===== config.mk =====
export PLATFORM = sky130hd
export DESIGN_NAME = reg_bank_write_arbiter
export DESIGN_NICKNAME = d
export VERILOG_FILES = /design/src/rtl/reg_bank_write_arbiter.sv
export SDC_FILE = /design/constraint.sdc
export NUM_CORES = 1
export LEC_CHECK = 0
export BUFFER_PORTS_ARGS = -buffer_cell sky130_fd_sc_hd__buf_4
export CAP_MARGIN = 10
export CORE_MARGIN = 4
export CORE_UTILIZATION = 48
export CTS_CLUSTER_SIZE = 40
export DETAILED_ROUTE_END_ITERATION = 8
export MAX_ROUTING_LAYER = met4
export PLACE_DENSITY = 0.8
export REMOVE_ABC_BUFFERS = 1
export SYNTH_ARGS = -nofsm -noshare
export SYNTH_HDL_FRONTEND = slang
export SYNTH_SLANG_ARGS = --single-unit

===== constraint.sdc =====
create_clock -name clk -period 5.2 [get_ports clk]
set_clock_uncertainty 0.2 [all_clocks]
set_input_delay 0 -clock clk [delete_from_list [all_inputs] [get_ports clk]]
set_output_delay 0 -clock clk [all_outputs]
set_load 0.005 [all_outputs]

===== src/rtl/reg_bank_write_arbiter.sv =====
// Round-robin write sequencer for a bank of NREGS 32-bit latch registers.
// Grants one of two requesters, presents data, pulses one enable, then acks.
module reg_bank_write_arbiter #(
  parameter int NREGS  = 4,
  parameter int ADDR_W = 2
) (
  input  logic              clk,
  input  logic              reset,
  input  logic              req0,
  input  logic              req1,
  input  logic [ADDR_W-1:0] addr0,
  input  logic [ADDR_W-1:0] addr1,
  input  logic [31:0]       data0,
  input  logic [31:0]       data1,
  output logic              ack0,
  output logic              ack1,
  output logic              busy,
  output logic [31:0]       reg_d,
  output logic [NREGS-1:0]  reg_en,
  output logic [15:0]       wr_count
);

  typedef enum logic [1:0] {IDLE, SETUP, WRITE, DONE} state_t;

  state_t             state_q, state_d;
  logic               last_q, last_d;
  logic               id_q, id_d;
  logic [ADDR_W-1:0]  addr_q, addr_d;
  logic               ack0_q, ack0_d;
  logic               ack1_q, ack1_d;
  logic               busy_q, busy_d;
  logic [31:0]        reg_d_q, reg_d_d;
  logic [NREGS-1:0]   reg_en_q, reg_en_d;
  logic [15:0]        wr_count_q, wr_count_d;
  logic               grant;

  // Outputs are registered from the next-state decode, so each one lines up
  // with the state it belongs to while still coming straight from a flop.
  always_comb begin
    state_d    = state_q;
    last_d     = last_q;
    id_d       = id_q;
    addr_d     = addr_q;
    reg_d_d    = reg_d_q;
    reg_en_d   = '0;
    ack0_d     = 1'b0;
    ack1_d     = 1'b0;
    wr_count_d = wr_count_q;
    grant      = 1'b0;
    case (state_q)
      IDLE: begin
        if (req0 || req1) begin
          // On contention the requester that did not win last time goes next.
          grant   = (req0 && req1) ? ~last_q : req1;
          id_d    = grant;
          last_d  = grant;
          addr_d  = grant ? addr1 : addr0;
          reg_d_d = grant ? data1 : data0;
          state_d = SETUP;
        end
      end
      SETUP: begin
        reg_en_d[addr_q] = 1'b1;
        state_d          = WRITE;
      end
      WRITE: begin
        ack0_d     = ~id_q;
        ack1_d     = id_q;
        wr_count_d = wr_count_q + 16'd1;
        state_d    = DONE;
      end
      DONE: begin
        state_d = IDLE;
      end
      default: begin
        state_d = IDLE;
      end
    endcase
    busy_d = (state_d != IDLE);
  end

  always_ff @(posedge clk or posedge reset) begin
    if (reset) begin
      state_q    <= IDLE;
      last_q     <= 1'b1;
      id_q       <= 1'b0;
      ack0_q     <= 1'b0;
      ack1_q     <= 1'b0;
      busy_q     <= 1'b0;
      reg_d_q    <= '0;
      reg_en_q   <= '0;
      wr_count_q <= '0;
    end else begin
      state_q    <= state_d;
      last_q     <= last_d;
      id_q       <= id_d;
      ack0_q     <= ack0_d;
      ack1_q     <= ack1_d;
      busy_q     <= busy_d;
      reg_d_q    <= reg_d_d;
      reg_en_q   <= reg_en_d;
      wr_count_q <= wr_count_d;
    end
  end

  // Target index is only meaningful after a grant, so it needs no reset.
  always_ff @(posedge clk) begin
    addr_q <= addr_d;
  end

  assign ack0     = ack0_q;
  assign ack1     = ack1_q;
  assign busy     = busy_q;
  assign reg_d    = reg_d_q;
  assign reg_en   = reg_en_q;
  assign wr_count = wr_count_q;

endmodule


Yosys cells after proc, flatten, opt, wreduce, memory -nomap -nowiden
Index checks and enable logic that the tools add are counted.
{"block": "word_totals", "out_inout_bits": 55, "elab_cells": 34, "reg_bits": 61, "inputBits": 72}
{"block": "classes", "n_reduce_logical": 6, "magnitude_cmp": 2, "add_sub_neg": 1, "bitwise": 2, "n_mux": 10, "eq_ne": 3}
{"op": "$mux W32", "count": 1}
{"op": "$add A16 B1 Y16 const B", "count": 1}
{"op": "$pmux W2 S4", "count": 1}
{"op": "$eq A2 B2 Y1 const B", "count": 2}
{"op": "$mux W1", "count": 4}
{"op": "$mux W2", "count": 2}
{"op": "$mux W4", "count": 1}
{"op": "$lt A2 B3 Y1 const B", "count": 1}
{"op": "$demux W1 S2", "count": 1}
{"op": "$eq A2 B1 Y1 const B", "count": 1}
{"op": "$ge A2 B1 Y1 const B", "count": 1}
{"op": "$logic_and A1 B1 Y1", "count": 2}
{"op": "$logic_not A2 Y1", "count": 1}
{"op": "$not A1 Y1", "count": 2}
{"op": "$reduce_and A2 Y1", "count": 1}
{"op": "$reduce_bool A2 Y1", "count": 1}
{"op": "$logic_or A1 B1 Y1", "count": 1}

Depth between registers and ports, before layout
Gate-level depths: netlist of run 1.
{"block": "logic_depth", "depth_word": 5, "depth_mapped": 7, "mapped_depth_nobuf": 6}

Least setup slack after synthesis of run 1
OpenSTA, ideal clock, no wires.
{"block": "synth_timing", "path_type": "reg2reg", "start": "reg state_q[0]", "end": "reg wr_count_q[12], in the netlist wr_count[12]", "slack_ps": 3383, "setup_ps": 125, "arrival_time_ps": 1492, "path_stages_with_launch": 8, "synth_period_minus_slack_ps": 1817, "n_path_buf": 1, "required_time_ps": 4875, "path_cell_list": "dfrtp_1 -> inv_1 -> ha_1 -> buf_2 -> nand2_1 -> or3_4 -> nand2b_4 -> xnor2_2"}
{"block": "synth_via", "elab_chain_cells": 1}
{"item": "start: declaration", "line_no": "25", "rtl": "state_t state_q, state_d;"}
{"item": "start signal: assignment", "line_no": "94", "rtl": "state_q <= state_d;"}
{"item": "$eq A2 B2 Y1", "line_no": "50", "rtl": "case (state_q)"}
{"item": "end signal: assignment", "line_no": "102", "rtl": "wr_count_q <= wr_count_d;"}
{"item": "end: declaration", "line_no": "34", "rtl": "logic [15:0] wr_count_q, wr_count_d;"}
Every way passes these cells.
A chain may end at the register's enable or synchronous reset.

Worst setup path in the final report of run 1
{"block": "layout_timing", "start": "reg last_q", "end": "reg reg_d_q[20], in the netlist reg_d[20]"}
{"block": "layout_via", "elab_chain_cells": 3}
{"item": "start: declaration", "line_no": "26", "rtl": "logic last_q, last_d;"}
{"item": "start signal: assignment", "line_no": "95", "rtl": "last_q <= last_d;"}
{"item": "$not A1 Y1", "line_no": "54", "rtl": "grant = (req0 && req1) ? ~last_q : req1;"}
{"item": "$mux W1", "line_no": "54"}
{"item": "$mux W32", "line_no": "58", "rtl": "reg_d_d = grant ? data1 : data0;"}
{"item": "end signal: assignment", "line_no": "100", "rtl": "reg_d_q <= reg_d_d;"}
{"item": "end: declaration", "line_no": "32", "rtl": "logic [31:0] reg_d_q, reg_d_d;"}
Every way passes these cells.

==> flow_results.xml, run 1 <==
<?xml version="1.0" encoding="UTF-8"?>
<metrics>
  <group name="floorplanning">
    <metric name="initial_utilization" unit="%">51.04</metric>
    <metric name="io_pins" unit="">127</metric>
    <metric name="die_w" unit="um">82.86</metric>
    <metric name="die_height" unit="um">82.86</metric>
    <metric name="placeableCoreArea" unit="sq um">5270</metric>
    <metric name="die-area" unit="sq um">6866</metric>
    <metric name="num_rows" unit="">26</metric>
  </group>
  <group name="synth">
    <metric name="synthesis.area" unit="sq um">2690</metric>
    <metric name="synth_warnings" unit="">0</metric>
    <metric name="post_synth_main_area_contributors" unit="">sky130_fd_sc_hd__dfrtp_1 (54%), sky130_fd_sc_hd__mux2i_1 (12%), sky130_fd_sc_hd__a21oi_1 (6.3%)</metric>
    <metric name="synth.cells.most_frequent" unit="">sky130_fd_sc_hd__dfrtp_1 (58), sky130_fd_sc_hd__nor2_1 (37), sky130_fd_sc_hd__a21oi_1 (34)</metric>
    <metric name="postSynth.topFlopCell" unit="">sky130_fd_sc_hd__dfrtp_1</metric>
    <metric name="yosysTopAreaCell" unit="">sky130_fd_sc_hd__dfrtp_1</metric>
    <metric name="synth-edff-count" unit="">2</metric>
    <metric name="ys_seq_elements" unit="">61</metric>
    <metric name="synthArstFlopShare" unit="%">96.72</metric>
    <metric name="synth.avg_cell_area" unit="sq um">11.45</metric>
    <metric name="syn-instance-count" unit="">235</metric>
    <metric name="distinct_cell_type_count_of_the_synthesized_netlist" unit="">36</metric>
    <metric name="most_numerous_cell_in_the_yosys_netlist" unit="">sky130_fd_sc_hd__dfrtp_1</metric>
    <metric name="synth_sequential_area_ratio" unit="%">57.16</metric>
    <metric name="synth_top_area_share" unit="%">53.95</metric>
  </group>
  <group name="placement">
    <metric name="dpl.cell_count" unit="">421</metric>
    <metric name="placed_area" unit="sq um">3674</metric>
    <metric name="gp_congestion" unit="">0.7713</metric>
    <metric name="number_of_i_o_port_buffers" unit="">126</metric>
    <metric name="detailed_placer_s_ending_hpwl" unit="mm">4.686</metric>
  </group>
  <group name="flow_run">
    <metric name="maxCapViolations" unit="">0</metric>
  </group>
  <group name="global_route">
    <metric name="grt_util_all_layers" unit="%">25.35</metric>
    <metric name="grt_pass1_vias" unit="">2850</metric>
    <metric name="initial_antenna_violation_count" unit="">0</metric>
    <metric name="pin_count_of_the_biggest_net_entering_global_routing" unit="">68</metric>
    <metric name="gr-total-overflow" unit="">0</metric>
    <metric name="grt_pass1_wl" unit="mm">13.47</metric>
  </group>
  <group name="timing">
    <metric name="timing.final.crit_period" unit="ps">2760</metric>
    <metric name="drv_slew" unit="">0</metric>
    <metric name="timing.final.setup_violations" unit="">0</metric>
    <metric name="final_sum_of_negative_setup_slack" unit="ps">0</metric>
    <metric name="unrepaired_setup_endpoints_after_global_routing" unit="">no</metric>
    <metric name="layout_worst_path_cycle_share" unit="%">53.09</metric>
    <metric name="fmax" unit="MHz">362.3</metric>
    <metric name="worst_pin_slew" unit="ps">1188</metric>
    <metric name="maxSlewHeadroom" unit="%">20.79</metric>
    <metric name="timing_hold_violations_final" unit="">0</metric>
  </group>
  <group name="setup_path">
    <metric name="ff2ff_setup_slack" unit="ps">2440</metric>
    <metric name="critical_path.reg2reg.startpoint" unit="">last_q$_DFFE_PP1P_</metric>
    <metric name="cpMaxStageDelayCell" unit="">sky130_fd_sc_hd__dlygate4sd3_1</metric>
    <metric name="setup.worst_path.start_class" unit="">flop</metric>
    <metric name="timing.rr.end" unit="">reg_d[20]$_DFFE_PP0P_</metric>
    <metric name="critical_path.cell_chain" unit="">a21boi_4 &gt; buf_4 &gt; mux2i_1 &gt; dlygate4sd3_1 &gt; a21oi_1</metric>
    <metric name="cpPeakStageDelay" unit="ps">600</metric>
    <metric name="worst-path-max-fanout" unit="">23</metric>
    <metric name="critPathKind" unit="">reg -&gt; reg</metric>
    <metric name="end_kind" unit="">flop</metric>
    <metric name="reg2reg_path_depth" unit="">5</metric>
    <metric name="crit_arrival" unit="ps">2720</metric>
    <metric name="worst_ep_required_time" unit="ps">5160</metric>
  </group>
  <group name="cts">
    <metric name="clk_latency" unit="ps">330</metric>
    <metric name="cts_made_buffers" unit="">9</metric>
    <metric name="ctsHtreeMaxLevel" unit="">3</metric>
    <metric name="cts.path.max_buffers" unit="">2</metric>
    <metric name="tritoncts_num_sinks" unit="">61</metric>
    <metric name="worst_setup_hold_path_clk_slew" unit="ps">70</metric>
    <metric name="cts_tree" unit="">yes</metric>
    <metric name="clock-root-buffer" unit="">sky130_fd_sc_hd__clkbuf_8</metric>
  </group>
  <group name="route">
    <metric name="post_drt_via_cell_ratio" unit="">5.167</metric>
    <metric name="post_drt_wl_per_cell" unit="um">16.47</metric>
    <metric name="dr_total_vias" unit="">2630</metric>
    <metric name="route.antenna.remaining_nets" unit="">0</metric>
    <metric name="first_pass_iters" unit="">6</metric>
    <metric name="drt-initial-drc-count" unit="">106</metric>
    <metric name="postRouteWirelength" unit="mm">8.381</metric>
    <metric name="residual_drc_count" unit="">0</metric>
  </group>
  <group name="finish">
    <metric name="post-route-util" unit="%">86.82</metric>
    <metric name="num_antenna_cells" unit="">0</metric>
    <metric name="non_filler_cells_in_the_finished_layout" unit="">509</metric>
    <metric name="stdcell_area" unit="sq um">4576</metric>
    <metric name="layout-drive-gt1-share" unit="%">35.08</metric>
    <metric name="finalNetCount" unit="">510</metric>
    <metric name="synthToLayoutAreaGrowth" unit="%">70.09</metric>
  </group>
  <group name="min_path">
    <metric name="hold-path-endpoint" unit="">ack0$_DFF_PP0_</metric>
    <metric name="hp-class" unit="">reg -&gt; reg</metric>
    <metric name="critical_hold_path_startpoint" unit="">id_q$_DFFE_PP0P_</metric>
    <metric name="hold_depth" unit="">1</metric>
  </group>
  <group name="power_and_ir_drop">
    <metric name="power.leakage" unit="nW">2.219</metric>
    <metric name="worst_ir_drop_vdd" unit="V">0.0003048</metric>
    <metric name="power_density" unit="nW/um^2">445.0</metric>
    <metric name="total_power" unit="mW">2.036</metric>
  </group>
  <group name="outcome">
    <metric name="run_status" unit="">finished, final reports clean</metric>
  </group>
</metrics>
## cell families (layout without fill, tap and decap cells)
logic type,after synthesis,after routing,synth area share [%]
adder cells (fa/ha/maj),4,4,1.861
flip-flops,61,61,57.16
XOR/XNOR,15,15,5.163
buffers and inverters,16,220,3.442
multiplexers,35,35,13.16
AND/OR/NAND/NOR,66,66,11.91
AO/OA/AOI/OAI,38,38,7.302
## final cells by class
class | count | area [sq um]
Sequential cell | 61 | 1538
Clock inverter | 6 | 53.80
Tap cell | 70 | 87.58
Multi-Input combinational cell | 158 | 1072
Fill cell | 269 | 694.4
Inverter | 4 | 15.01
Clock buffer | 10 | 127.6
Timing Repair Buffer | 200 | 1682
## sequential cells by signal, indices dropped and copies added, names as in the netlist
name	flops
state_q	2
ack0	1
last_q	1
addr_q	2
reg_d	32
ack1	1
reg_en	4
wr_count	16
id_q	1
busy	1
## where the power goes
part,internal (mW),switching [mW]
clock,0.216,0.175
combinational,0.456,0.382
sequential,0.668,0.139
total,1.34,0.696
## placed cells by master (no fill, tap or decap), types with 2 or more instances in the layout
cell	instances
sky130_fd_sc_hd__nor2_1	37
sky130_fd_sc_hd__nand2_1	9
sky130_fd_sc_hd__dlygate4sd3_1	72
sky130_fd_sc_hd__mux2_2	3
sky130_fd_sc_hd__mux2i_1	32
sky130_fd_sc_hd__clkinv_1	3
sky130_fd_sc_hd__xor2_1	6
sky130_fd_sc_hd__inv_1	3
sky130_fd_sc_hd__xnor2_1	8
sky130_fd_sc_hd__edfxtp_1	2
sky130_fd_sc_hd__and3_1	3
sky130_fd_sc_hd__clkbuf_8	9
sky130_fd_sc_hd__ha_1	4
sky130_fd_sc_hd__dfrtp_1	58
sky130_fd_sc_hd__buf_4	128
sky130_fd_sc_hd__nand4_1	4
sky130_fd_sc_hd__a21oi_1	34
## through the flow
step                      setup WS, ps  hold WS, ps
final                             2440        246.9
after global routing              2408        271.1
after CTS                         2555        241.3
after detailed placement          2921        18.65
after global placement            3001        22.02
after floorplan                   1591       -130.0
## worst max-delay path, delay by kind of cell, from the launching register on
| kind | cells | cell delay [ps] |
|---|---|---|
| AO/OA/AOI/OAI | 2 | 560 |
| buffers and inverters | 2 | 1080 |
| multiplexers | 1 | 360 |
| flip-flops | 1 | 390 |
## worst max-delay path by stage
stage / to / cells after the start / start / slack [ps]
after floorplan: addr_q[0]$_DFFE_PP_ / 2 / last_q$_DFFE_PP1P_ / 1590
after global placement: addr_q[0]$_DFFE_PP_ / 3 / state_q[0]$_DFF_PP0_ / 3000
after detailed placement: reg_d[11]$_DFFE_PP0P_ / 4 / state_q[0]$_DFF_PP0_ / 2920
after CTS: reg_d[11]$_DFFE_PP0P_ / 5 / last_q$_DFFE_PP1P_ / 2550
after global routing: reg_d[20]$_DFFE_PP0P_ / 5 / last_q$_DFFE_PP1P_ / 2410
final: reg_d[20]$_DFFE_PP0P_ / 5 / last_q$_DFFE_PP1P_ / 2440
## per-layer routing
metal | wire length [um] | up-vias | global-route usage, %
li1 | - | 1202 | -
met1 | 2993 | 1250 | 26.21
met2 | 4356 | 136 | 42.93
met3 | 605 | 42 | 7.426
met4 | 426 | 0 | 14.41
met5 | 0 | - | -
## what timing repair did
action	CTS	global route
hold buffers	72	0
gates resized for setup	0	0
endpoints found under the hold margin	96	0
buffers inserted	0	0
Power figures use the tool's default switching activity.
==> run 2: changes to the inputs <==
Settings changed: ABC_AREA from default to 1, CORE_UTILIZATION 48 to 47, PLACE_DENSITY 0.8 to 0.78.
Clock period 5.2 ns to 2.79 ns, I/O delays scaled along.
==> flow_results.xml, run 2 <==
<?xml version="1.0" encoding="UTF-8"?>
<metrics>
  <group name="setup_path">
    <metric name="setup.worst_path.start_class" unit="">flop</metric>
    <metric name="end_kind" unit="">flop</metric>
    <metric name="timing.rr.end" unit="">reg_d[8]$_DFFE_PP0P_</metric>
    <metric name="ff2ff_setup_slack" unit="ps">90</metric>
    <metric name="worst-path-max-fanout" unit="">35</metric>
    <metric name="timing.critical_path.from" unit="">last_q$_DFFE_PP1P_</metric>
    <metric name="worst_ep_required_time" unit="ps">2810</metric>
    <metric name="last_element_of_the_critical_path" unit="">reg_d[8]$_DFFE_PP0P_</metric>
    <metric name="critPathKind" unit="">reg -&gt; reg</metric>
    <metric name="crit_arrival" unit="ps">2710</metric>
    <metric name="critical_path.reg2reg.startpoint" unit="">last_q$_DFFE_PP1P_</metric>
    <metric name="reg2reg_path_depth" unit="">6</metric>
  </group>
  <group name="timing">
    <metric name="holdWs" unit="ps">40.39</metric>
    <metric name="drv_slew" unit="">0</metric>
    <metric name="timing.final.crit_period" unit="ps">2696</metric>
    <metric name="final_sum_of_negative_setup_slack" unit="ps">0</metric>
    <metric name="timing.final.setup_violations" unit="">0</metric>
    <metric name="unrepaired_setup_endpoints_after_global_routing" unit="">no</metric>
    <metric name="layout_worst_path_cycle_share" unit="%">96.63</metric>
    <metric name="fmax" unit="MHz">370.9</metric>
    <metric name="maxSlewHeadroom" unit="%">61.88</metric>
    <metric name="timing_hold_violations_final" unit="">0</metric>
    <metric name="worst_pin_slew" unit="ps">571.0</metric>
  </group>
  <group name="route">
    <metric name="dr_total_vias" unit="">3243</metric>
    <metric name="first_pass_iters" unit="">7</metric>
    <metric name="post_drt_wl_per_cell" unit="um">17.59</metric>
    <metric name="route.antenna.remaining_nets" unit="">0</metric>
    <metric name="residual_drc_count" unit="">0</metric>
    <metric name="drt-initial-drc-count" unit="">216</metric>
    <metric name="postRouteWirelength" unit="mm">10.50</metric>
    <metric name="post_drt_via_cell_ratio" unit="">5.432</metric>
  </group>
  <group name="cts">
    <metric name="cts-hold-fix-buffers" unit="">69</metric>
    <metric name="tritoncts_num_sinks" unit="">61</metric>
    <metric name="clk_latency" unit="ps">340</metric>
    <metric name="cts.repair_timing.setup_buffer_count" unit="">0</metric>
    <metric name="post_cts_resize_count" unit="">0</metric>
    <metric name="worst_setup_hold_path_clk_slew" unit="ps">70</metric>
    <metric name="cts_made_buffers" unit="">9</metric>
    <metric name="cts_tree" unit="">yes</metric>
    <metric name="cts.path.max_buffers" unit="">2</metric>
    <metric name="ctsHtreeMaxLevel" unit="">3</metric>
    <metric name="clock-root-buffer" unit="">sky130_fd_sc_hd__clkbuf_8</metric>
  </group>
  <group name="power_and_ir_drop">
    <metric name="worst_ir_drop_vdd" unit="V">0.0006375</metric>
    <metric name="power.leakage" unit="nW">2.319</metric>
    <metric name="power_density" unit="nW/um^2">914.5</metric>
    <metric name="power_switching" unit="mW">1.545</metric>
    <metric name="combPwrFrac" unit="%">48.7</metric>
    <metric name="internal_power_consumption" unit="mW">2.685</metric>
    <metric name="share_seq_of_total_power" unit="%">35.8</metric>
    <metric name="switching_share" unit="%">36.52</metric>
    <metric name="total_power" unit="mW">4.229</metric>
    <metric name="power.share.clock" unit="%">15.5</metric>
  </group>
  <group name="finish">
    <metric name="most-common-layout-cells" unit="">sky130_fd_sc_hd__buf_4 (128), sky130_fd_sc_hd__nand2_1 (78), sky130_fd_sc_hd__dlygate4sd3_1 (69)</metric>
    <metric name="synthToLayoutAreaGrowth" unit="%">62.68</metric>
    <metric name="layout-drive-gt1-share" unit="%">29.89</metric>
    <metric name="layout.cells.most_common" unit="">sky130_fd_sc_hd__buf_4</metric>
    <metric name="sequential_area" unit="sq um">1538</metric>
    <metric name="largest_register_ffs" unit="">32</metric>
    <metric name="multiInputGateArea" unit="sq um">1101</metric>
    <metric name="num_antenna_cells" unit="">0</metric>
    <metric name="finalNetCount" unit="">596</metric>
    <metric name="num-fill-cells" unit="">340</metric>
  </group>
  <group name="floorplanning">
    <metric name="io_pins" unit="">127</metric>
    <metric name="num_rows" unit="">28</metric>
    <metric name="die_height" unit="um">85.77</metric>
    <metric name="initial_utilization" unit="%">48.30</metric>
    <metric name="die-area" unit="sq um">7356</metric>
    <metric name="die_w" unit="um">85.77</metric>
    <metric name="placeableCoreArea" unit="sq um">5886</metric>
  </group>
  <group name="synth">
    <metric name="synth-edff-count" unit="">2</metric>
    <metric name="synth.avg_cell_area" unit="sq um">8.747</metric>
    <metric name="synthArstFlopShare" unit="%">96.72</metric>
    <metric name="synth_sequential_area_ratio" unit="%">54.09</metric>
    <metric name="postSynth.topFlopCell" unit="">sky130_fd_sc_hd__dfrtp_1</metric>
    <metric name="synth.cells.most_frequent" unit="">sky130_fd_sc_hd__nand2_1 (78), sky130_fd_sc_hd__dfrtp_1 (58), sky130_fd_sc_hd__nor2_1 (46)</metric>
    <metric name="post_synth_main_area_contributors" unit="">sky130_fd_sc_hd__dfrtp_1 (51%), sky130_fd_sc_hd__nand2_1 (10%), sky130_fd_sc_hd__o21ai_1 (7.6%)</metric>
    <metric name="syn-instance-count" unit="">325</metric>
    <metric name="synthesis.area" unit="sq um">2843</metric>
    <metric name="synth_top_area_share" unit="%">51.06</metric>
    <metric name="most_numerous_cell_in_the_yosys_netlist" unit="">sky130_fd_sc_hd__nand2_1</metric>
    <metric name="distinct_cell_type_count_of_the_synthesized_netlist" unit="">28</metric>
    <metric name="ys_seq_elements" unit="">61</metric>
    <metric name="synth_warnings" unit="">0</metric>
    <metric name="yosysTopAreaCell" unit="">sky130_fd_sc_hd__dfrtp_1</metric>
  </group>
  <group name="global_route">
    <metric name="initial_antenna_violation_count" unit="">0</metric>
    <metric name="gr-total-overflow" unit="">0</metric>
    <metric name="grt_pass1_wl" unit="mm">16.70</metric>
    <metric name="pin_count_of_the_biggest_net_entering_global_routing" unit="">36</metric>
    <metric name="grt_pass1_vias" unit="">3410</metric>
    <metric name="grt_util_all_layers" unit="%">30.69</metric>
  </group>
  <group name="placement">
    <metric name="number_of_i_o_port_buffers" unit="">126</metric>
    <metric name="gp_congestion" unit="">0.8165</metric>
    <metric name="detailed_placer_s_ending_hpwl" unit="mm">5.516</metric>
  </group>
  <group name="outcome">
    <metric name="run_status" unit="">finished, final reports clean</metric>
  </group>
  <group name="min_path">
    <metric name="hp-class" unit="">in -&gt; async</metric>
  </group>
  <group name="flow_run">
    <metric name="maxCapViolations" unit="">0</metric>
  </group>
</metrics>
run 2: cell count changes after synthesis, moves of 5 or more:
| cell | previous run | this run |
|---|---|---|
| sky130_fd_sc_hd__nand3_1 | 1 | 6 |
| sky130_fd_sc_hd__inv_1 | 4 | 18 |
| sky130_fd_sc_hd__o21ai_1 | 0 | 43 |
| sky130_fd_sc_hd__a21oi_1 | 34 | 1 |
| sky130_fd_sc_hd__o21ai_0 | 1 | 22 |
| sky130_fd_sc_hd__mux2i_1 | 32 | 0 |
| sky130_fd_sc_hd__nor2_1 | 37 | 46 |
| sky130_fd_sc_hd__nand2_1 | 9 | 78 |
run 2: how the worst min path moves through the flow:
stage	to	slack, ps
2_1_floorplan	reg_d[0]$_DFFE_PP0P_	-30
3_3_place_gp	wr_count[7]$_DFFE_PP0P_	-150
3_5_place_dp	wr_count[8]$_DFFE_PP0P_	-150
4_1_cts	wr_count[8]$_DFFE_PP0P_	40
5_1_grt	wr_count[8]$_DFFE_PP0P_	90
6_report	reg_d[2]$_DFFE_PP0P_	40
run 2: cell families (layout without fill, tap and decap cells):
kind of cell               Yosys count  after routing  synth area share, %
adders and majority gates            4              4                1.761
xor gates and xnor gates             9              9                2.773
and+or+nand+nor                    149            149                22.05
DFF                                 61             61                54.09
AOI/OAI and AO/OA                   67             67                12.15
buffers and inverters               35            232                7.174
run 2: per-layer routing:
metal | up-vias | track usage (%) | part of all wire, %
met5 | - | - | 0
met4 | 0 | 12.81 | 4.2
met3 | 53 | 10.18 | 10
met2 | 221 | 51.69 | 50
met1 | 1537 | 33.21 | 36
li1 | 1432 | - | -
run 2: worst max-delay path: stages (launching register included):
cell	delay [ps]
sky130_fd_sc_hd__dfstp_2	530
sky130_fd_sc_hd__nand2_1	80
sky130_fd_sc_hd__nand2_4	320
sky130_fd_sc_hd__inv_2	350
sky130_fd_sc_hd__o21ai_0	350
sky130_fd_sc_hd__o21ai_1	130
sky130_fd_sc_hd__dlygate4sd3_1	580
run 2: area by class of cell:
class                      instances  area share (%)
timing repair buffer             197           35.71
sequential                        61           33.25
multi-input combinational        229           23.81
clock buffer                      10           2.976
tap                               75           2.029
inverter                          22           1.894
clock inverter                     3          0.3247
run 2: through the flow:
step | area [sq um] | setup slack (ps) | util (%) | instances
after floorplan | 2726 | 1135 | - | 312
after global placement | 3781 | 902.5 | 64.24 | 515
after detailed placement | 3781 | 856.8 | 64.24 | 515
after CTS | 4624 | 285.0 | 78.57 | 597
after global routing | 4624 | 16.92 | 78.57 | 597
final | 4624 | 93.99 | 78.57 | 597
run 2: power by group through the flow:
stage | Combinational (mW) | Sequential, mW | Clock (mW)
finish | 2.06 | 1.51 | 0.655
global route | 2.23 | 1.54 | 0.706
CTS | 1.90 | 1.48 | 0.651
detailed placement | 1.42 | 1.49 | 0
global placement | 1.37 | 1.48 | 0
floorplan | 0.651 | 1.47 | 0
==> run 3: changes to the inputs <==
Settings changed: ABC_AREA 1 to default, CORE_UTILIZATION 47 to 46, PLACE_DENSITY 0.78 to 0.8.
==> flow_results.xml, run 3 (synthesis gave the netlist of run 1 again) <==
<?xml version="1.0" encoding="UTF-8"?>
<metrics>
  <group name="timing">
    <metric name="timing.final.crit_period" unit="ps">2477</metric>
    <metric name="unrepaired_setup_endpoints_after_global_routing" unit="">no</metric>
    <metric name="layout_worst_path_cycle_share" unit="%">88.78</metric>
    <metric name="timing_hold_violations_final" unit="">0</metric>
    <metric name="maxSlewHeadroom" unit="%">56.40</metric>
    <metric name="drv_slew" unit="">0</metric>
    <metric name="fmax" unit="MHz">403.7</metric>
    <metric name="worst_slack" unit="ps">312.9</metric>
    <metric name="timing.final.setup_violations" unit="">0</metric>
    <metric name="worst_pin_slew" unit="ps">652.4</metric>
  </group>
  <group name="floorplanning">
    <metric name="num_rows" unit="">27</metric>
    <metric name="placeableCoreArea" unit="sq um">5574</metric>
    <metric name="io_pins" unit="">127</metric>
    <metric name="initial_utilization" unit="%">48.26</metric>
    <metric name="die-area" unit="sq um">7135</metric>
    <metric name="die_w" unit="um">84.47</metric>
    <metric name="die_height" unit="um">84.47</metric>
  </group>
  <group name="finish">
    <metric name="num-fill-cells" unit="">330</metric>
    <metric name="layout.cells.most_common" unit="">sky130_fd_sc_hd__buf_4</metric>
    <metric name="layout-drive-gt1-share" unit="%">35.75</metric>
    <metric name="synthToLayoutAreaGrowth" unit="%">72.37</metric>
    <metric name="finalNetCount" unit="">513</metric>
    <metric name="largest_register_ffs" unit="">32</metric>
    <metric name="most-common-layout-cells" unit="">sky130_fd_sc_hd__buf_4 (130), sky130_fd_sc_hd__dlygate4sd3_1 (72), sky130_fd_sc_hd__dfrtp_1 (58)</metric>
    <metric name="num_antenna_cells" unit="">0</metric>
    <metric name="stdcell_area" unit="sq um">4637</metric>
  </group>
  <group name="cts">
    <metric name="clk_latency" unit="ps">330</metric>
    <metric name="cts.path.max_buffers" unit="">2</metric>
    <metric name="clock-root-buffer" unit="">sky130_fd_sc_hd__clkbuf_8</metric>
    <metric name="worst_setup_hold_path_clk_slew" unit="ps">70</metric>
    <metric name="cts_tree" unit="">yes</metric>
    <metric name="tritoncts_num_sinks" unit="">61</metric>
    <metric name="ctsHtreeMaxLevel" unit="">3</metric>
    <metric name="post_cts_resize_count" unit="">0</metric>
    <metric name="cts_made_buffers" unit="">9</metric>
  </group>
  <group name="setup_path">
    <metric name="crit_family" unit="">buffers and inverters</metric>
    <metric name="end_kind" unit="">flop</metric>
    <metric name="crit_arrival" unit="ps">2480</metric>
    <metric name="worst-path-max-fanout" unit="">23</metric>
    <metric name="critPathKind" unit="">reg -&gt; reg</metric>
    <metric name="setup.worst_path.start_class" unit="">flop</metric>
    <metric name="worst-path-buf-inv" unit="">2</metric>
    <metric name="cpPeakStageDelay" unit="ps">580</metric>
    <metric name="cpMaxStageDelayCell" unit="">sky130_fd_sc_hd__dlygate4sd3_1</metric>
    <metric name="critical_path.cell_chain" unit="">a21boi_4 &gt; buf_12 &gt; mux2i_1 &gt; dlygate4sd3_1 &gt; a21oi_1</metric>
    <metric name="worst_ep_required_time" unit="ps">2790</metric>
  </group>
  <group name="global_route">
    <metric name="pin_count_of_the_biggest_net_entering_global_routing" unit="">39</metric>
    <metric name="gr-total-overflow" unit="">0</metric>
    <metric name="initial_antenna_violation_count" unit="">0</metric>
    <metric name="grt_pass1_vias" unit="">2833</metric>
    <metric name="grt_pass1_wl" unit="mm">13.43</metric>
    <metric name="grt_util_all_layers" unit="%">24.76</metric>
  </group>
  <group name="power_and_ir_drop">
    <metric name="power.share.clock" unit="%">21.1</metric>
    <metric name="share_seq_of_total_power" unit="%">38.5</metric>
    <metric name="combPwrFrac" unit="%">40.4</metric>
    <metric name="power.leakage" unit="nW">2.254</metric>
    <metric name="internal_power_consumption" unit="mW">2.607</metric>
    <metric name="switching_share" unit="%">32.72</metric>
    <metric name="worst_ir_drop_vdd" unit="V">0.0004498</metric>
    <metric name="power_switching" unit="mW">1.268</metric>
    <metric name="power_density" unit="nW/um^2">835.6</metric>
  </group>
  <group name="min_path">
    <metric name="hp-class" unit="">in -&gt; async</metric>
  </group>
  <group name="route">
    <metric name="drt-initial-drc-count" unit="">115</metric>
    <metric name="post_drt_wl_per_cell" unit="um">15.84</metric>
    <metric name="post_drt_via_cell_ratio" unit="">5.039</metric>
    <metric name="postRouteWirelength" unit="mm">8.143</metric>
    <metric name="route.antenna.remaining_nets" unit="">0</metric>
    <metric name="dr_total_vias" unit="">2590</metric>
    <metric name="residual_drc_count" unit="">0</metric>
    <metric name="first_pass_iters" unit="">4</metric>
  </group>
  <group name="placement">
    <metric name="number_of_i_o_port_buffers" unit="">126</metric>
    <metric name="placed_area" unit="sq um">3711</metric>
    <metric name="pre_cts_slack" unit="ps">830.8</metric>
    <metric name="detailed_placer_s_ending_hpwl" unit="mm">4.741</metric>
    <metric name="gp_congestion" unit="">0.7478</metric>
  </group>
  <group name="outcome">
    <metric name="run_status" unit="">finished, final reports clean</metric>
  </group>
  <group name="flow_run">
    <metric name="maxCapViolations" unit="">0</metric>
  </group>
</metrics>
run 3: changes by cell type in the layout (fill, tap and decap cells not counted), moves of 4 or more:
cell	previous run	this run
sky130_fd_sc_hd__nand2_1	78	9
sky130_fd_sc_hd__o21ai_1	43	0
sky130_fd_sc_hd__nor2_1	46	37
sky130_fd_sc_hd__mux2i_1	0	32
sky130_fd_sc_hd__xnor2_1	4	8
sky130_fd_sc_hd__inv_1	17	3
sky130_fd_sc_hd__o21ai_0	22	1
sky130_fd_sc_hd__nor3_1	5	1
sky130_fd_sc_hd__nand3_1	6	1
sky130_fd_sc_hd__a21oi_1	1	34
run 3: path summary, 6_finish.rpt:
kind                       slack, ps          startpoint                   end  cells after the start
min                              0.8               reset  reg_d[5]$_DFFE_PP0P_                      3
max                              310  last_q$_DFFE_PP1P_  reg_d[1]$_DFFE_PP0P_                      5
max reg2reg                      310  last_q$_DFFE_PP1P_  reg_d[1]$_DFFE_PP0P_                      5
max in group asynchronous       1720               reset    last_q$_DFFE_PP1P_                      4
min in group clk                 260    id_q$_DFFE_PP0P_        ack0$_DFF_PP0_                      1
min reg2reg                      260    id_q$_DFFE_PP0P_        ack0$_DFF_PP0_                      1
run 3: what timing repair did:
| item | CTS | global route |
|---|---|---|
| setup buffers | 0 | 0 |
| hold buffers | 72 | 0 |
| endpoints found under the hold margin | 96 | 0 |
run 3: area by class of cell:
class | count | area, sq um | area share (%)
Clock inverter | 6 | 77.57 | 1.673
Inverter | 4 | 15.01 | 0.3238
Clock buffer | 10 | 127.6 | 2.752
Multi-Input combinational cell | 158 | 1072 | 23.12
Tap cell | 72 | 90.09 | 1.943
Timing Repair Buffer | 203 | 1717 | 37.02
Sequential cell | 61 | 1538 | 33.16
run 3: worst reg2reg max path, stage by stage, from the launching register on:
cell and delay [ps]:
sky130_fd_sc_hd__dfstp_2 390, sky130_fd_sc_hd__a21boi_4 540, sky130_fd_sc_hd__buf_12 280, sky130_fd_sc_hd__mux2i_1 280, sky130_fd_sc_hd__dlygate4sd3_1 580, sky130_fd_sc_hd__a21oi_1 70
run 3: through the flow:
stage	TNS (ps)	utilization, %	total power [mW]	hold WS [ps]	cells
6_report	0	83.19	3.875	0.8006	514
3_3_place_gp	0	66.58	2.797	-212.6	426
2_1_floorplan	-24450	-	2.114	-130.0	223
5_1_grt	0	83.19	4.125	26.02	514
3_5_place_dp	0	66.58	2.864	-207.5	426
4_1_cts	0	83.19	3.839	4.328	514
run 3: per-layer routing:
metal / wire, um / global-route usage (%)
met4: 269 / 11.22
met1: 2960 / 26.19
met2: 4438 / 44.55
met3: 473 / 4.711
met5: 0 / -
run 3: power groups by stage:
stage | logic (mW) | clock network (mW) | registers (mW)
5_1_grt | 1.72 | 0.871 | 1.54
2_1_floorplan | 0.633 | 0 | 1.48
4_1_cts | 1.53 | 0.829 | 1.48
6_report | 1.57 | 0.817 | 1.49
3_5_place_dp | 1.38 | 0 | 1.48
3_3_place_gp | 1.33 | 0 | 1.47
